**config.mk**
```make
export PLATFORM = sky130hd
export DESIGN_NAME = axi2ahb_wr_fifo
export DESIGN_NICKNAME = d
export VERILOG_FILES = /design/src/rtl/axi2ahb_wr_fifo_pkg.sv /design/src/rtl/axi2ahb_wr_fifo_prgen_fifo.sv /design/src/rtl/axi2ahb_wr_fifo.sv
export SDC_FILE = /design/constraint.sdc
export NUM_CORES = 1
export LEC_CHECK = 0
export BUFFER_PORTS_ARGS = -buffer_cell sky130_fd_sc_hd__buf_2
export CAP_MARGIN = 10
export CORE_MARGIN = 8
export CORE_UTILIZATION = 30
export CTS_BUF_LIST = sky130_fd_sc_hd__clkbuf_2
export CTS_CLUSTER_SIZE = 10
export DETAILED_ROUTE_END_ITERATION = 7
export PLACE_DENSITY = 0.49
export SETUP_SLACK_MARGIN = 0.05
export SLEW_MARGIN = 0
export SYNTH_ARGS = -nofsm -noshare
export SYNTH_HDL_FRONTEND = slang
export SYNTH_SLANG_ARGS = --single-unit
```
**constraint.sdc**
```tcl
create_clock -name clk -period 3.06 [get_ports clk]
set_clock_uncertainty 0.05 [all_clocks]
set_input_delay 0.612 -clock clk [delete_from_list [all_inputs] [get_ports clk]]
set_output_delay 0.612 -clock clk [all_outputs]
set_load 0.02 [all_outputs]
```
**src/rtl/axi2ahb_wr_fifo_pkg.sv**
```systemverilog
// Shared axi2ahb definitions: default bus widths, queue depths and BRESP codes
// used by the AXI-to-AHB write-data buffer.
package axi2ahb_wr_fifo_pkg;

  localparam int DATA_BITS_DEF  = 32;
  localparam int ID_BITS_DEF    = 4;
  localparam int FIFO_LINES_DEF = 32;
  localparam int CMD_DEPTH_DEF  = 4;

  localparam logic [1:0] RESP_OKAY   = 2'b00;
  localparam logic [1:0] RESP_SLVERR = 2'b10;

endpackage

```
**src/rtl/axi2ahb_wr_fifo_prgen_fifo.sv**
```systemverilog
// Generic show-ahead FIFO: dout always presents the head entry; push while full
// and pop while empty are ignored.
module prgen_fifo #(
  parameter int WIDTH = 8,
  parameter int DEPTH = 4
) (
  input  logic             clk,
  input  logic             reset,
  input  logic             push,
  input  logic             pop,
  input  logic [WIDTH-1:0] din,
  output logic [WIDTH-1:0] dout,
  output logic             empty,
  output logic             full
);

  localparam int AW = (DEPTH > 1) ? $clog2(DEPTH) : 1;
  localparam int CW = $clog2(DEPTH + 1);

  logic [WIDTH-1:0] mem [DEPTH];
  logic [AW-1:0]    wr_ptr;
  logic [AW-1:0]    rd_ptr;
  logic [CW-1:0]    count;
  logic             do_push;
  logic             do_pop;

  // Pointers wrap at DEPTH so non-power-of-two depths work too.
  function automatic logic [AW-1:0] next_ptr(input logic [AW-1:0] ptr);
    return (ptr == AW'(DEPTH - 1)) ? '0 : ptr + 1'b1;
  endfunction

  assign do_push = push & ~full;
  assign do_pop  = pop & ~empty;
  assign empty   = (count == '0);
  assign full    = (count == CW'(DEPTH));
  assign dout    = mem[rd_ptr];

  always_ff @(posedge clk) begin
    if (reset) begin
      wr_ptr <= '0;
      rd_ptr <= '0;
      count  <= '0;
    end else begin
      if (do_push) wr_ptr <= next_ptr(wr_ptr);
      if (do_pop)  rd_ptr <= next_ptr(rd_ptr);
      case ({do_push, do_pop})
        2'b10:   count <= count + 1'b1;
        2'b01:   count <= count - 1'b1;
        default: count <= count;
      endcase
    end
  end

  // Storage carries no reset; validity is tracked by the pointers alone.
  always_ff @(posedge clk) begin
    if (do_push) mem[wr_ptr] <= din;
  end

endmodule

```
**src/rtl/axi2ahb_wr_fifo.sv**
```systemverilog
// AXI W-channel to AHB HWDATA buffer: stores write beats, tells the command side
// when a whole burst is ready, and turns AHB data-phase outcomes into B responses.
module axi2ahb_wr_fifo
  import axi2ahb_wr_fifo_pkg::*;
#(
  parameter int         DATA_BITS   = DATA_BITS_DEF,
  parameter int         ID_BITS     = ID_BITS_DEF,
  parameter int         FIFO_LINES  = FIFO_LINES_DEF,
  parameter int         CMD_DEPTH   = CMD_DEPTH_DEF,
  parameter logic [1:0] RESP_SLVERR = axi2ahb_wr_fifo_pkg::RESP_SLVERR
) (
  input  logic                 clk,
  input  logic                 reset,
  input  logic [ID_BITS-1:0]   WID,
  input  logic [DATA_BITS-1:0] WDATA,
  input  logic                 WLAST,
  input  logic                 WVALID,
  output logic                 WREADY,
  output logic [ID_BITS-1:0]   BID,
  output logic [1:0]           BRESP,
  output logic                 BVALID,
  input  logic                 BREADY,
  output logic [DATA_BITS-1:0] HWDATA,
  input  logic                 HREADY,
  input  logic                 HRESP,
  input  logic [ID_BITS-1:0]   cmd_id,
  input  logic                 cmd_err,
  input  logic                 wdata_phase,
  input  logic                 data_last,
  output logic                 wdata_ready,
  output logic                 wdata_underrun
);

  localparam int BW = $clog2(FIFO_LINES) + 1;

  logic [DATA_BITS:0]   data_dout;
  logic                 data_empty;
  logic                 data_full;
  logic                 data_push;
  logic                 data_pop;
  logic [ID_BITS+1:0]   resp_din;
  logic [ID_BITS+1:0]   resp_dout;
  logic                 resp_empty;
  logic                 resp_full;
  logic                 resp_push;
  logic                 resp_pop;
  logic                 beat_done;
  logic                 beat_err;
  logic                 cnt_inc;
  logic                 cnt_dec;
  logic [BW-1:0]        burst_cnt;
  logic                 burst_err;
  logic [ID_BITS-1:0]   unused_wid;

  assign unused_wid = WID;

  assign WREADY    = ~data_full;
  assign data_push = WVALID & WREADY;
  assign beat_done = wdata_phase & HREADY;
  assign data_pop  = beat_done & ~data_empty;
  assign beat_err  = HRESP | cmd_err;

  // Each stored line is {data, wlast}.
  prgen_fifo #(
    .WIDTH (DATA_BITS + 1),
    .DEPTH (FIFO_LINES)
  ) u_data_fifo (
    .clk   (clk),
    .reset (reset),
    .push  (data_push),
    .pop   (data_pop),
    .din   ({WDATA, WLAST}),
    .dout  (data_dout),
    .empty (data_empty),
    .full  (data_full)
  );

  assign HWDATA = data_empty ? '0 : data_dout[DATA_BITS:1];

  assign cnt_inc = data_push & WLAST;
  assign cnt_dec = data_pop & data_dout[0];

  always_ff @(posedge clk) begin
    if (reset) begin
      burst_cnt <= '0;
    end else if (cnt_inc & ~cnt_dec) begin
      burst_cnt <= burst_cnt + 1'b1;
    end else if (cnt_dec & ~cnt_inc) begin
      burst_cnt <= burst_cnt - 1'b1;
    end
  end

  // The error flag is consumed by the last beat's response and cleared with it.
  always_ff @(posedge clk) begin
    if (reset) begin
      burst_err <= 1'b0;
    end else if (beat_done & data_last) begin
      burst_err <= 1'b0;
    end else if (beat_done & beat_err) begin
      burst_err <= 1'b1;
    end
  end

  always_ff @(posedge clk) begin
    if (reset) begin
      wdata_underrun <= 1'b0;
    end else if (beat_done & data_empty) begin
      wdata_underrun <= 1'b1;
    end
  end

  assign resp_push = beat_done & data_last;
  assign resp_din  = {cmd_id, (burst_err | beat_err) ? RESP_SLVERR : RESP_OKAY};
  assign resp_pop  = BVALID & BREADY;

  prgen_fifo #(
    .WIDTH (ID_BITS + 2),
    .DEPTH (CMD_DEPTH)
  ) u_resp_fifo (
    .clk   (clk),
    .reset (reset),
    .push  (resp_push),
    .pop   (resp_pop),
    .din   (resp_din),
    .dout  (resp_dout),
    .empty (resp_empty),
    .full  (resp_full)
  );

  assign BVALID      = ~resp_empty;
  assign BID         = resp_empty ? '0 : resp_dout[ID_BITS+1:2];
  assign BRESP       = resp_empty ? 2'b00 : resp_dout[1:0];
  assign wdata_ready = (burst_cnt != '0) & ~resp_full;

endmodule

```
After elaboration in Yosys (flattened, before gate mapping):

Memory sizes are Yosys's and may differ from the RTL's. A register that Yosys moved wholly into a read port is not among the register bits.
Cells that the tools add are included.

* memories kept: 2
* bits in writable memories: 1080
* bits in latches: 0
* output and inout bits: 42
* flip-flop bits (word level): 31
* bits in read-only memories: 0

Memories
* u_data_fifo.mem: depth 32, width 33, rd ports 1, clocked after memory_dff 1, write ports 1, line axi2ahb_wr_fifo_prgen_fifo.sv:20 `logic [WIDTH-1:0] mem [DEPTH];`
* u_resp_fifo.mem: depth 4, width 6, rd ports 1, clocked after memory_dff 1, write ports 1, line axi2ahb_wr_fifo_prgen_fifo.sv:20

* bitwise operators: 24
* equality and inequality tests: 10
* $add $sub $neg: 10
* magnitude comparators: 0
* divide/modulo/power cells: 0
* multiplexer cells: 20
* shift operators: 0
* multipliers: 0
* reductions and logical operators: 7

Operators with widths (number)
* 32-bit two-way mux: 1
* 5-bit two-way mux: 4
* 1-bit AND: 16
* 6-bit by 1-bit adder with 6-bit output, second input constant: 2
* 2-bit two-way mux: 6
* 6-bit two-way mux: 2
* 6-bit case mux with 2 select lines: 1
* 6-bit by 1-bit subtractor with 6-bit output, second input constant: 2
* 5-bit by 1-bit adder with 5-bit output, second input constant: 2
* 5-bit == test, second input constant: 2
* 2-bit == test, second input constant: 4
* 6-bit == test, second input constant: 1
* 6-bit zero test: 1
* 1-bit inverter: 6
* 3-bit case mux with 2 select lines: 1
* 2-bit nonzero test: 3
* 6-bit nonzero test: 1
* 2-bit by 1-bit adder with 2-bit output, second input constant: 2
* 2-bit by 1-bit == test with 1-bit output, second input constant: 2
* 1-bit two-way mux: 4
* 4-bit two-way mux: 1
* 3-bit by 1-bit adder with 3-bit output, second input constant: 1
* 3-bit == test, second input constant: 1
* 3-bit zero test: 1
* 3 further kinds: 4

Longest topological paths before layout:

* depth after elaboration: 8
* gate-level depth with buffers: 14
* mapped depth without buffers: 12

Modules after synthesis:

A second synthesis with hierarchy kept.

* cells, all modules: 2307
* area total of the unflattened synthesis: 43794.5 um^2

Modules (own cells, without submodules)
* prgen_fifo (u_data_fifo): sequential area each 32130.8 um^2, area an instance 41616.2 um^2, cells an instance 2113, times used 1
* prgen_fifo (u_resp_fifo): sequential area each 900.9 um^2, area an instance 1370.1 um^2, cells an instance 83, times used 1
* axi2ahb_wr_fifo: sequential area each 160.2 um^2, area an instance 808.3 um^2, cells an instance 111, times used 1

Worst setup path after synthesis:

OpenSTA, ideal clock, no wires.

* path type: reg-to-reg
* start point: reg (tool-made name)
* end point: reg burst_cnt[5]
* slack: -0.333 ns
* data arrival time: 3.273 ns
* clock period less this slack: 3.393 ns
* library setup time: 0.070 ns
* cell stages (with the launch flop): 15
* required time: 2.940 ns
* cell sequence: dfxtp_1 > buf_2 > buf_2 > buf_4 > buf_4 > mux4_2 > or2_2 > ha_1 > inv_1 > ha_1 > a21o_1 > a31oi_1 > mux2_2 > a31o_2 > a21oi_1

RTL lines
* to (signal assigned): line axi2ahb_wr_fifo.sv:87 `burst_cnt <= burst_cnt + 1'b1;`
* to (signal assigned): line axi2ahb_wr_fifo.sv:89 `burst_cnt <= burst_cnt - 1'b1;`
* to (decl): line axi2ahb_wr_fifo.sv:51 `logic [BW-1:0] burst_cnt;`

==> flow_summary_export.csv <==
group,metric,value,unit
floorplanning,pin_count,92,
worst_setup_path,crit_arrival,3.80,ns
final_layout,syn_to_final_growth,21.9,%
worst_setup_path,critPathCaptureType,"output port",
timing,rsz0062_at_grt,"yes",
drt,drtIter0Drc,1687,
grt,use_met2,25.4,%
drt,wl_per_cell,25.5,um
final_layout,final_area,52500,um2
yosys,synth_edf_count,1076,
clock_tree,clkLatencyLatePin,1.49,ns
yosys,ys_top_cells_by_count,"edfxtp_1 (1076), mux4_2 (302), nor2_1 (60)",
pwr,ir_drop,388,uV
clock_tree,numCtsBuffers,292,
placement,preCtsSetupSlack,-0.286,ns
clock_tree,clk_pin_slew_worst_paths,0.09,ns
drt,drc_errors,0,
timing,max_freq,224,MHz
timing,worst_slack,-1.40,ns
yosys,synth_fp_nets,1968,
clock_tree,root_buffer,"clkbuf_2",
worst_setup_path,worstSetupStartpointType,"flop",
yosys,synth_area,43000,um2
yosys,yosysTopAreaCell,"edfxtp_1",
timing,tightest_slew,1.24,ns
job,maxCapViolations,0,
timing,setup_viol,47,
grt,grt_pass1_vias,24200,
drt,ant_nets,0,
final_layout,drive_above_1_share,43.5,%
clock_tree,tritoncts,"done",
placement,placed_cell_area,47400,um2
floorplanning,start_util,30.1,%
worst_setup_path,crit_chain,"buf_12 -> buf_16 -> mux4_2 -> mux4_2 -> inv_4 -> a221oi_2 -> buf_4 -> buf_6",
clock_tree,h-tree-depth,5,
drt,vias_per_cell,4.82,
drt,postRouteWirelength,116,mm
floorplanning,num_rows,139,
yosys,synthArstFlopShare,0,%
worst_setup_path,cp_max_fo,8,
yosys,synth_area_leaders,"edfxtp_1 (75%), mux4_2 (16%), dfxtp_1 (1.8%)",
grt,grtUsageMet1,18.2,%
status,violations,"setup timing",
grt,grt_usage,14.7,%
drt,first_pass_iters,5,
timing,holdWs,0.390,ns
placement,gp_congestion,0.723,
final_layout,utilization,36.7,%
floorplanning,core_area,143000,um2
timing,min_period_over_period,146,%
pwr,power_density,653,nW/um2
clock_tree,cts_num_sinks,1114,
timing,report.final.slew_viol_count,0,
status,status,"finished with violations",
clock_tree,max-clock-path-buffers,4,
grt,grt_use_met3,3.42,%
floorplanning,die_w,395,um
floorplanning,die-area,156000,um2
worst_setup_path,crit_path_frequent_cell,"mux4_2",
worst_setup_path,cp_slowest_cell,"mux4_2",
yosys,ys_ff_latch,1114,
yosys,yosys_most_used_dff,"edfxtp_1",
pwr,leakage,16.7,nW
grt,grt_pass1_wl,166,mm
yosys,avgSynthCellArea,22.8,um2
timing,maxSlewHeadroom,17.2,%
worst_setup_path,cp_slowest_stage_delay,0.53,ns
yosys,postSynthCellCount,1892,
worst_setup_path,path_class,"flop to output port",
final_layout,fin_cells,4575,
placement,place_hpwl,63.4,mm
yosys,synth_top_area_share,75.1,%
placement,portBuffers,86,
worst_setup_path,critical_path_required,2.40,ns
placement,placedCellCount,3944,
final_layout,nNetsFinal,2566,
timing,period_needed,4.46,ns
grt,grt_max_degree,44,
grt,grt.busiest_layer,"met2",
timing,hold_viol,0,
yosys,yosysMostFrequentCell,"edfxtp_1",
worst_setup_path,critPathTopFamily,"multiplexers",
worst_setup_path,critPathBufInv,5,
yosys,yosysSeqAreaShare,76.8,%
grt,grt.overflow.total,0,
grt,antenna_found_initial,6,
yosys,ys_types,54,
floorplanning,dieHeight,395,um
drt,vias,22000,
yosys,yosysWarnings,0,
worst_hold_path,hp-class,"input pin to flop",
[cell usage in the layout (no fill, tap or decap), types with 19 or more instances in the layout]
cell type | synthesis | routed
buf_2 | 37 | 51
nor2_4 | 0 | 33
mux4_2 | 302 | 302
buf_12 | 0 | 56
o221ai_1 | 32 | 31
a21oi_1 | 21 | 19
clkinv_1 | 24 | 66
mux2i_1 | 42 | 36
inv_2 | 3 | 20
dfxtp_1 | 38 | 27
nor2_1 | 60 | 26
nand2_1 | 23 | 21
buf_4 | 9 | 134
dlygate4sd3_1 | 0 | 98
buf_6 | 15 | 42
edfxtp_1 | 1076 | 1076
clkbuf_2 | 0 | 394
[final timing paths]
check	slack, ns	from	to	cells past startpoint
worst min-delay path	0.39	WLAST	burst_cnt[2]$_SDFFE_PP0P_	7
worst max-delay path	-1.40	flop	HWDATA[18]	8
worst max register to register	-0.49	flop	burst_cnt[5]$_SDFFE_PP0P_	13
worst min register to register	0.47	u_data_fifo.rd_ptr[3]$_SDFFE_PP0P_	flop	2
[metrics by stage]
step	total power [mW]	setup TNS, ns
detailed placement	23.4	-6.18
global placement	23.3	-5.68
global route	35.9	-57.96
CTS	34.7	-59.96
finish	34.2	-45.12
floorplan	21.0	-0.118
[state kept, by name, summed over array words and instances, names as in the netlist, named ones only]
| register | cells |
|---|---|
| burst_err | 1 |
| u_data_fifo.rd_ptr | 5 |
| u_resp_fifo.mem | 20 |
| u_data_fifo.mem | 1056 |
| burst_cnt | 6 |
| u_data_fifo.count | 6 |
| wdata_underrun | 1 |
| u_resp_fifo.wr_ptr | 2 |
| u_resp_fifo.count | 3 |
| u_data_fifo.wr_ptr | 5 |
| u_resp_fifo.rd_ptr | 2 |
[cell type report]
cell class	count	area [um2]
multi-input cells	631	10000
fillers	13300	90500
repair buffers	403	4380
diodes	5	12.5
flip-flops and latches	1114	33100
inverters	48	236
well taps	1903	2380
clock inverters	77	377
clock buffers	394	1970
[tightest hold or removal path: stages]
cell and delay, ns:
dlygate4sd3_1 0.52, buf_2 0.13, and2_1 0.17, ha_4 0.14
buf_4 0.16, a21oi_1 0.08, nor2_1 0.07
[routing by layer]
metal | wire (um) | part of all wire [%] | up-vias
li1 | - | - | 9454
met1 | 48300 | 41 | 11800
met2 | 59700 | 51 | 632
met3 | 5870 | 5.0 | 180
met4 | 2530 | 2.2 | 2
met5 | 13 | 0.011 | -
[what timing repair did]
action / CTS / global route
cloned: 17 / 1
pin swaps: 21 / 28
gates resized for setup: 188 / 64
setup buffers: 42 / 14
endpoints found under the setup margin: 45 / 48
hold endpoints to repair: 1194 / 0
hold buffers: 98 / 0
[kinds of logic (layout without fill, tap and decap cells)]
group | Yosys count | count (layout) | share of synthesized area, %
other | 1 | 6 | 0.00871
DFF | 1114 | 1114 | 76.8
muxes | 345 | 345 | 16.8
xor gates and xnor gates | 9 | 9 | 0.183
and+or+nand+nor | 138 | 138 | 1.58
adders and majority gates | 26 | 26 | 0.808
buffers and inverters | 147 | 922 | 1.74
AOI/OAI and AO/OA | 112 | 112 | 2.04
[report_power, final]
part,internal [mW],leakage (nW),switching (mW)
Clock,3.70,1.83,5.73
Sequential,16.9,10.0,0.149
Combinational,3.87,4.84,3.85
Total,24.5,16.7,9.73
(Power assumes the default switching activity.)
